**src/rtl/press_classifier.sv**
```systemverilog
// Turns a debounced switch level into short/long/repeat/double-click pulses.
// One FSM plus one shared cycle counter; all outputs are registered.
module press_classifier #(
  parameter int LONG_CYCLES   = 50000000,
  parameter int GAP_CYCLES    = 25000000,
  parameter int REPEAT_CYCLES = 10000000,
  parameter int CNT_W         = 26
) (
  input  logic       CLK,
  input  logic       RST,
  input  logic       enable,
  input  logic       btn_state,
  output logic       short_press,
  output logic       long_press,
  output logic       repeat_pulse,
  output logic       double_click,
  output logic       held,
  output logic [2:0] dbg_state
);

  localparam logic [2:0] S_IDLE      = 3'd0;
  localparam logic [2:0] S_PRESS1    = 3'd1;
  localparam logic [2:0] S_WAIT      = 3'd2;
  localparam logic [2:0] S_PRESS2    = 3'd3;
  localparam logic [2:0] S_LONG_HOLD = 3'd4;

  // The sample that enters PRESS1/WAIT_SECOND counts towards its limit, and the
  // counter reads 0 on the first sample after entry, hence the "-2" limits.
  localparam logic [CNT_W-1:0] LONG_LAST   = CNT_W'(LONG_CYCLES - 2);
  localparam logic [CNT_W-1:0] GAP_LAST    = CNT_W'(GAP_CYCLES - 2);
  localparam logic [CNT_W-1:0] REPEAT_LAST = CNT_W'(REPEAT_CYCLES - 1);
  localparam logic [CNT_W-1:0] CNT_MAX     = {CNT_W{1'b1}};

  logic [2:0]       r_state;
  logic [CNT_W-1:0] r_cnt;
  logic             r_btn_prev;
  logic             r_short;
  logic             r_long;
  logic             r_repeat;
  logic             r_double;
  logic             r_held;

  logic [2:0] w_state_nxt;
  logic       w_cnt_clr;
  logic       w_rise;
  logic       w_fall;
  logic       w_short;
  logic       w_long;
  logic       w_repeat;
  logic       w_double;

  assign w_rise = btn_state & ~r_btn_prev;
  assign w_fall = ~btn_state & r_btn_prev;

  always_comb begin
    w_state_nxt = r_state;
    w_cnt_clr   = 1'b0;
    w_short     = 1'b0;
    w_long      = 1'b0;
    w_repeat    = 1'b0;
    w_double    = 1'b0;
    if (!enable) begin
      w_state_nxt = S_IDLE;
      w_cnt_clr   = 1'b1;
    end else begin
      case (r_state)
        S_IDLE: begin
          w_cnt_clr = 1'b1;
          if (w_rise) w_state_nxt = S_PRESS1;
        end
        S_PRESS1: begin
          // A fall on the threshold sample wins over the long press.
          if (w_fall) begin
            w_state_nxt = S_WAIT;
          end else if (btn_state && r_cnt == LONG_LAST) begin
            w_long      = 1'b1;
            w_state_nxt = S_LONG_HOLD;
          end
        end
        S_WAIT: begin
          // A rise on the expiry sample wins over the short press.
          if (w_rise) begin
            w_state_nxt = S_PRESS2;
          end else if (r_cnt == GAP_LAST) begin
            w_short     = 1'b1;
            w_state_nxt = S_IDLE;
          end
        end
        S_PRESS2: begin
          if (w_fall) begin
            w_double    = 1'b1;
            w_state_nxt = S_IDLE;
          end
        end
        S_LONG_HOLD: begin
          if (w_fall) begin
            w_state_nxt = S_IDLE;
          end else if (r_cnt == REPEAT_LAST) begin
            w_repeat  = 1'b1;
            w_cnt_clr = 1'b1;
          end
        end
        default: w_state_nxt = S_IDLE;
      endcase
    end
    if (w_state_nxt != r_state) w_cnt_clr = 1'b1;
  end

  always_ff @(posedge CLK or posedge RST) begin
    if (RST) begin
      r_state    <= S_IDLE;
      r_cnt      <= '0;
      r_btn_prev <= 1'b1;
      r_short    <= 1'b0;
      r_long     <= 1'b0;
      r_repeat   <= 1'b0;
      r_double   <= 1'b0;
      r_held     <= 1'b0;
    end else begin
      r_state    <= w_state_nxt;
      r_btn_prev <= btn_state;
      r_short    <= w_short;
      r_long     <= w_long;
      r_repeat   <= w_repeat;
      r_double   <= w_double;
      r_held     <= (w_state_nxt == S_PRESS1) || (w_state_nxt == S_PRESS2) ||
                    (w_state_nxt == S_LONG_HOLD);
      if (w_cnt_clr) begin
        r_cnt <= '0;
      end else if (r_cnt != CNT_MAX) begin
        r_cnt <= r_cnt + CNT_W'(1);
      end
    end
  end

  assign short_press  = r_short;
  assign long_press   = r_long;
  assign repeat_pulse = r_repeat;
  assign double_click = r_double;
  assign held         = r_held;
  assign dbg_state    = r_state;

endmodule

```
**config.mk**
```make
export PLATFORM = sky130hd
export DESIGN_NAME = press_classifier
export DESIGN_NICKNAME = d
export VERILOG_FILES = /design/src/rtl/press_classifier.sv
export SDC_FILE = /design/constraint.sdc
export NUM_CORES = 1
export LEC_CHECK = 0
export CORE_MARGIN = 3
export CORE_UTILIZATION = 35
export DETAILED_ROUTE_END_ITERATION = 8
export GPL_TIMING_DRIVEN = 0
export SLEW_MARGIN = 20
export SYNTH_ARGS = -nofsm -noshare
export SYNTH_HDL_FRONTEND = slang
export SYNTH_SLANG_ARGS = --single-unit
```
**constraint.sdc**
```tcl
create_clock -name CLK -period 2.2 [get_ports CLK]
set_input_delay 0.44 -clock CLK [delete_from_list [all_inputs] [get_ports CLK]]
set_output_delay 0.44 -clock CLK [all_outputs]
set_load 0.005 [all_outputs]
```
# == Word level (Yosys, flattened, before mapping) ==
# Index checks and enable logic that the tools add are counted.
# word_totals
reg_bits,35
in_bits,4
out_inout_bits,8
# op_classes
addsub,1
eq_ne,12
n_mux,28
bitwise,4
n_reduce_logical,6
# ops
cell,count
26-bit 2-to-1 mux,2
"26-bit by 1-bit adder with 26-bit output, second input constant",1
"26-bit by 24-bit equality test with 1-bit output, second input constant",1
"26-bit by 25-bit equality test with 1-bit output, second input constant",1
"26-bit equality test, second input constant",1
"26-bit != test, second input constant",1
3-bit 2-to-1 mux,7
1-bit 2-to-1 mux,17
3-bit one-hot mux with 4 select lines,1
"3-bit by 2-bit equality test with 1-bit output, second input constant",3
"3-bit by 1-bit equality test with 1-bit output, second input constant",2
"3-bit equality test, second input constant",2
3-bit logical NOT,1
3-bit != test,1
1-bit AND,2
1-bit logical OR,2
1-bit inverter,2
1-bit one-hot mux with 2 select lines,1
2-bit nonzero test,1
2-bit OR reduction,1
1-bit logical AND,1

# == Depth between registers and ports, before layout ==
# logic_depth
depth_word,9
ltp_mapped,8
ltp_nobuf,7

# == Worst setup path before layout ==
# No wires, ideal clock.
# synth_timing
path_kind,reg2reg
startpoint,register r_cnt[0]
endpoint,register r_cnt[0]
setup_time_ps,134
arrival_time_ps,1856
required_ps,2066
setup_slack_ps,210
stages_incl_launch_ff,9
path_buffers,1
period_less_slack_ps,1990
path_cell_list,dfrtp_1 -> inv_1 -> ha_1 -> nand3_1 -> nor4_1 -> nand4_1 -> a21boi_2 -> clkbuf_1 -> nor3_1
# synth_between
elab_chain_len,9
word_cells_on_any_way,21
# synth_rtl
element,line,text
"start, declared",35,logic [CNT_W-1:0] r_cnt;
"start signal, assigned",131,r_cnt <= r_cnt + CNT_W'(1);
26-bit equality test,75,end else if (btn_state && r_cnt == LONG_LAST) begin
1-bit logical AND,75,
3-bit 2-to-1 mux,75,
3-bit 2-to-1 mux,73,if (w_fall) begin
3-bit one-hot mux with 4 select lines,66,case (r_state)
3-bit 2-to-1 mux,62,if (!enable) begin
3-bit != test,106,if (w_state_nxt != r_state) w_cnt_clr = 1'b1;
1-bit 2-to-1 mux,106,
26-bit 2-to-1 mux / 2-bit nonzero test (equally long branches),-,
# Parallel ways exist; a longest one is shown, timed or not. The select of a mux whose other input is x is not followed.
# A chain may end at the register's enable or synchronous reset.

# == Worst setup path after layout ==
# layout_timing
startpoint,register r_cnt[24]
endpoint,register r_cnt[7]
# The elaborated chain is that of the path after synthesis.

==> metrics.md <==
| Metric | Value |
|---|---|
| Largest net degree at the start of global routing | 23 |
| Lkg Pwr | 0.970 nW |
| Startpoint Class | flop |
| Via count | 2,028 |
| Area growth syn-to-layout | 23.6% |
| Top area cells in the synthesized netlist | dfrtp_1 (39%), nor3_1 (5.8%), xnor2_1 (5.2%), nand4_1 (4.0%), a211oi_1 (3.5%) |
| Tcrit/Tclk final | 97.2% |
| First-pass GRT wire length | 9.83 mm |
| R2R Path End | r_cnt[7] |
| Gr usage total | 16.9% |
| # nets final | 269 |
| Dpl hpwl | 4.18 mm |
| TritonCTS clock tree | yes |
| Longest Clk Path Bufs | 2 |
| Sequential element share of the synthesized area | 40.4% |
| Max VDD drop | 0.000300 V |
| Req. time, crit path | 2.36 ns |
| Setup crit end kind | flop |
| Final hold vios | 0 |
| Worst-path clk slew | 0.07 ns |
| Post-synth EDFFs | 0 |
| Final worst setup slack | 0.0624 ns |
| Die width | 84.8 um |
| R2r worst-path depth | 7 |
| Max-slew violations | 0 |
| GPL Wtd Cong | 0.942 |
| Hold WC Path Type | in2reg |
| WL/cell | 17.7 um |
| PortBufs | 11 |
| Num rows | 28 |
| Share of post-route cells with drive strength above 1 | 18.9% |
| TritonCTS Buffers | 5 |
| Cell Int Power | 0.970 mW |
| Total I/O pin count | 12 |
| Synth Cell Area | 2170 sq um |
| Hold Crit Depth | 1 |
| DRC | 0 |
| TritonRoute pass-1 iters | 4 |
| WP data arrival | 2.30 ns |
| Syn avg cell area | 9.24 sq um |
| Vias in the first global route | 1,928 |
| Synthesis Warnings | 0 |
| Die area | 7180 sq um |
| Clock Skews | 0.00545 ns |
| Core Area | 5960 sq um |
| # hold bufs at CTS | 0 |
| Seq pwr share | 52.2% |
| Cells after synthesis | 235 |
| Vias/cell | 5.98 |
| Drt initial violations | 119 |
| Final instance area | 2680 sq um |
| R2r setup slk | 0.06 ns |
| Asr flop ratio synth | 100% |
| Combinational power share | 6.4% |
| Area post-placement | 2400 sq um |
| Clock tree sinks | 35 |
| P per Cell Area | 466 nW/um^2 |
| Synth area leader | dfrtp_1 |
| Switching power | 0.280 mW |
| MaxCap Viol Count | 0 |
| Sw Ratio | 22.4% |
| Least-Margin Pin Slew | 0.485 ns |
| Tmin final | 2.14 ns |
| Setup Viol. Count Final | 0 |
| CP Max Fanout | 6 |
| Relative slew slack | 66.8% |
| Setup crit end | r_cnt[7] |
| Starting density of the core | 36.4% |
| Die H | 84.8 um |
| Post-synth top flop | dfrtp_1 |
| Post-DRT Antenna Nets | 0 |
| Clock latency on the worst-skew pair | 0.28 ns |
| Synth top area share | 39.2% |
| N_diodes | 0 |
| Kind of critical path | reg2reg |
| Syn nets | 241 |
| Post-synthesis cell type count | 45 |
| Wirelength, routed | 5.99 mm |
| Reg-to-Reg Start | r_cnt[24] |
| Htree depth | 2 |
| Worst Setup SP | r_cnt[24] |
| Status | finished, final reports clean |
| Initial antenna violation count | 0 |
| Pre-CTS setup slack | -0.558 ns |
| Clock Root Buffer | clkbuf_8 |
| GR Overflow Total | 0 |
| Total power draw | 1.25 mW |
| Power share of the clock group | 41.4% |
| Synthesized flop and latch total | 35 |
| Fmax | 0.468 GHz |
## cell usage after synthesis, types with 3 or more instances
| master | instances |
|---|---|
| and4_1 | 5 |
| nand4_1 | 14 |
| mux2i_1 | 3 |
| buf_2 | 4 |
| xnor2_1 | 13 |
| a21oi_1 | 4 |
| inv_1 | 5 |
| nor2b_1 | 4 |
| clkbuf_1 | 6 |
| nor3_1 | 25 |
| or4_1 | 7 |
| o31ai_1 | 6 |
| nor2_1 | 8 |
| nand2_1 | 17 |
| a211oi_1 | 10 |
| nor4_1 | 5 |
| dfrtp_1 | 34 |
| nand3_1 | 12 |
| o21ai_0 | 6 |
| a31oi_1 | 4 |
| or3_1 | 3 |
| and3_1 | 8 |
| buf_6 | 3 |
## per-layer routing
layer,share of wire [%],GRT usage [%]
met1,48,23.7
met2,46,26.2
met3,5.3,3.63
met4,0.72,4.75
met5,0,0
## flip-flops by register name, summed over array words and instances (netlist names)
name,count
r_btn_prev,1
repeat_pulse,1
short_press,1
held,1
long_press,1
double_click,1
r_cnt,26
dbg_state,3
## metrics by stage
step                      std cells  utilization, %  hold WS [ns]  setup TNS [ns]
final                           339            45.1         0.390               0
after floorplan                 235               -         0.444               0
after CTS                       333            43.0         0.441               0
after global placement          321            39.9         0.570          -13.83
after detailed placement        322            40.3         0.563          -13.14
after global routing            339            45.1         0.394         -0.0404
## final cells by class
class,instances,area [sq um]
Sequential cell,35,880
Multi-Input combinational cell,180,1250
Tap cell,75,93.8
Inverter,5,18.8
Clock buffer,8,100
Timing Repair Buffer,23,246
Fill cell,596,3270
Buffer,13,91.3
## power by group through the flow
stage | combinational (mW) | clock [mW] | sequential, mW
floorplan | 0.0377 | 0 | 0.664
global placement | 0.0619 | 0 | 0.665
detailed placement | 0.0685 | 0 | 0.665
CTS | 0.0725 | 0.536 | 0.652
global route | 0.0894 | 0.553 | 0.653
finish | 0.0800 | 0.517 | 0.653
## cell families after synthesis
kind of cell | count (synthesis) | synth area share, %
DFF | 35 | 40.4
and+or+nand+nor | 122 | 33.1
muxes | 3 | 1.38
xor gates and xnor gates | 13 | 5.24
AOI/OAI and AO/OA | 40 | 13.7
adders and majority gates | 2 | 1.15
buffers and inverters | 20 | 5.07
## critical path, stage by stage (launching register included)
cell and delay, ns:
dfrtp_1 0.44, or4b_4 0.58, nor4_4 0.19, nand4_1 0.20
o221ai_4 0.26, buf_12 0.16, buf_6 0.12, a211oi_1 0.05
## what timing repair did
item | 4_1_cts | 5_1_grt
gates resized for setup | 6 | 19
pin swaps | 3 | 5
gates cloned | 0 | 2
setup endpoints to repair | 26 | 26
setup buffers | 3 | 6
## worst min path at each step
stage / endpoint / slack [ns] / startpoint
2_1_floorplan: r_btn_prev / 0.44 / btn_state
3_3_place_gp: long_press / 0.57 / dbg_state[2]
3_5_place_dp: long_press / 0.56 / dbg_state[2]
4_1_cts: dbg_state[1] / 0.44 / RST
5_1_grt: r_btn_prev / 0.39 / btn_state
6_report: r_btn_prev / 0.39 / btn_state
## cells in the final DEF (no fill, tap or decap), drive strengths merged, types with 6 or more instances in the layout
cell type / n
a211oi: 12
and3: 9
and4: 6
buf: 20
clkbuf: 13
clkdlybuf4s50: 10
dfrtp: 34
nand2: 18
nand3: 12
nand4: 14
nor2: 8
nor3: 26
nor4: 7
o21ai: 6
o31ai: 6
or4: 7
xnor2: 13
(Power assumes the default switching activity.)
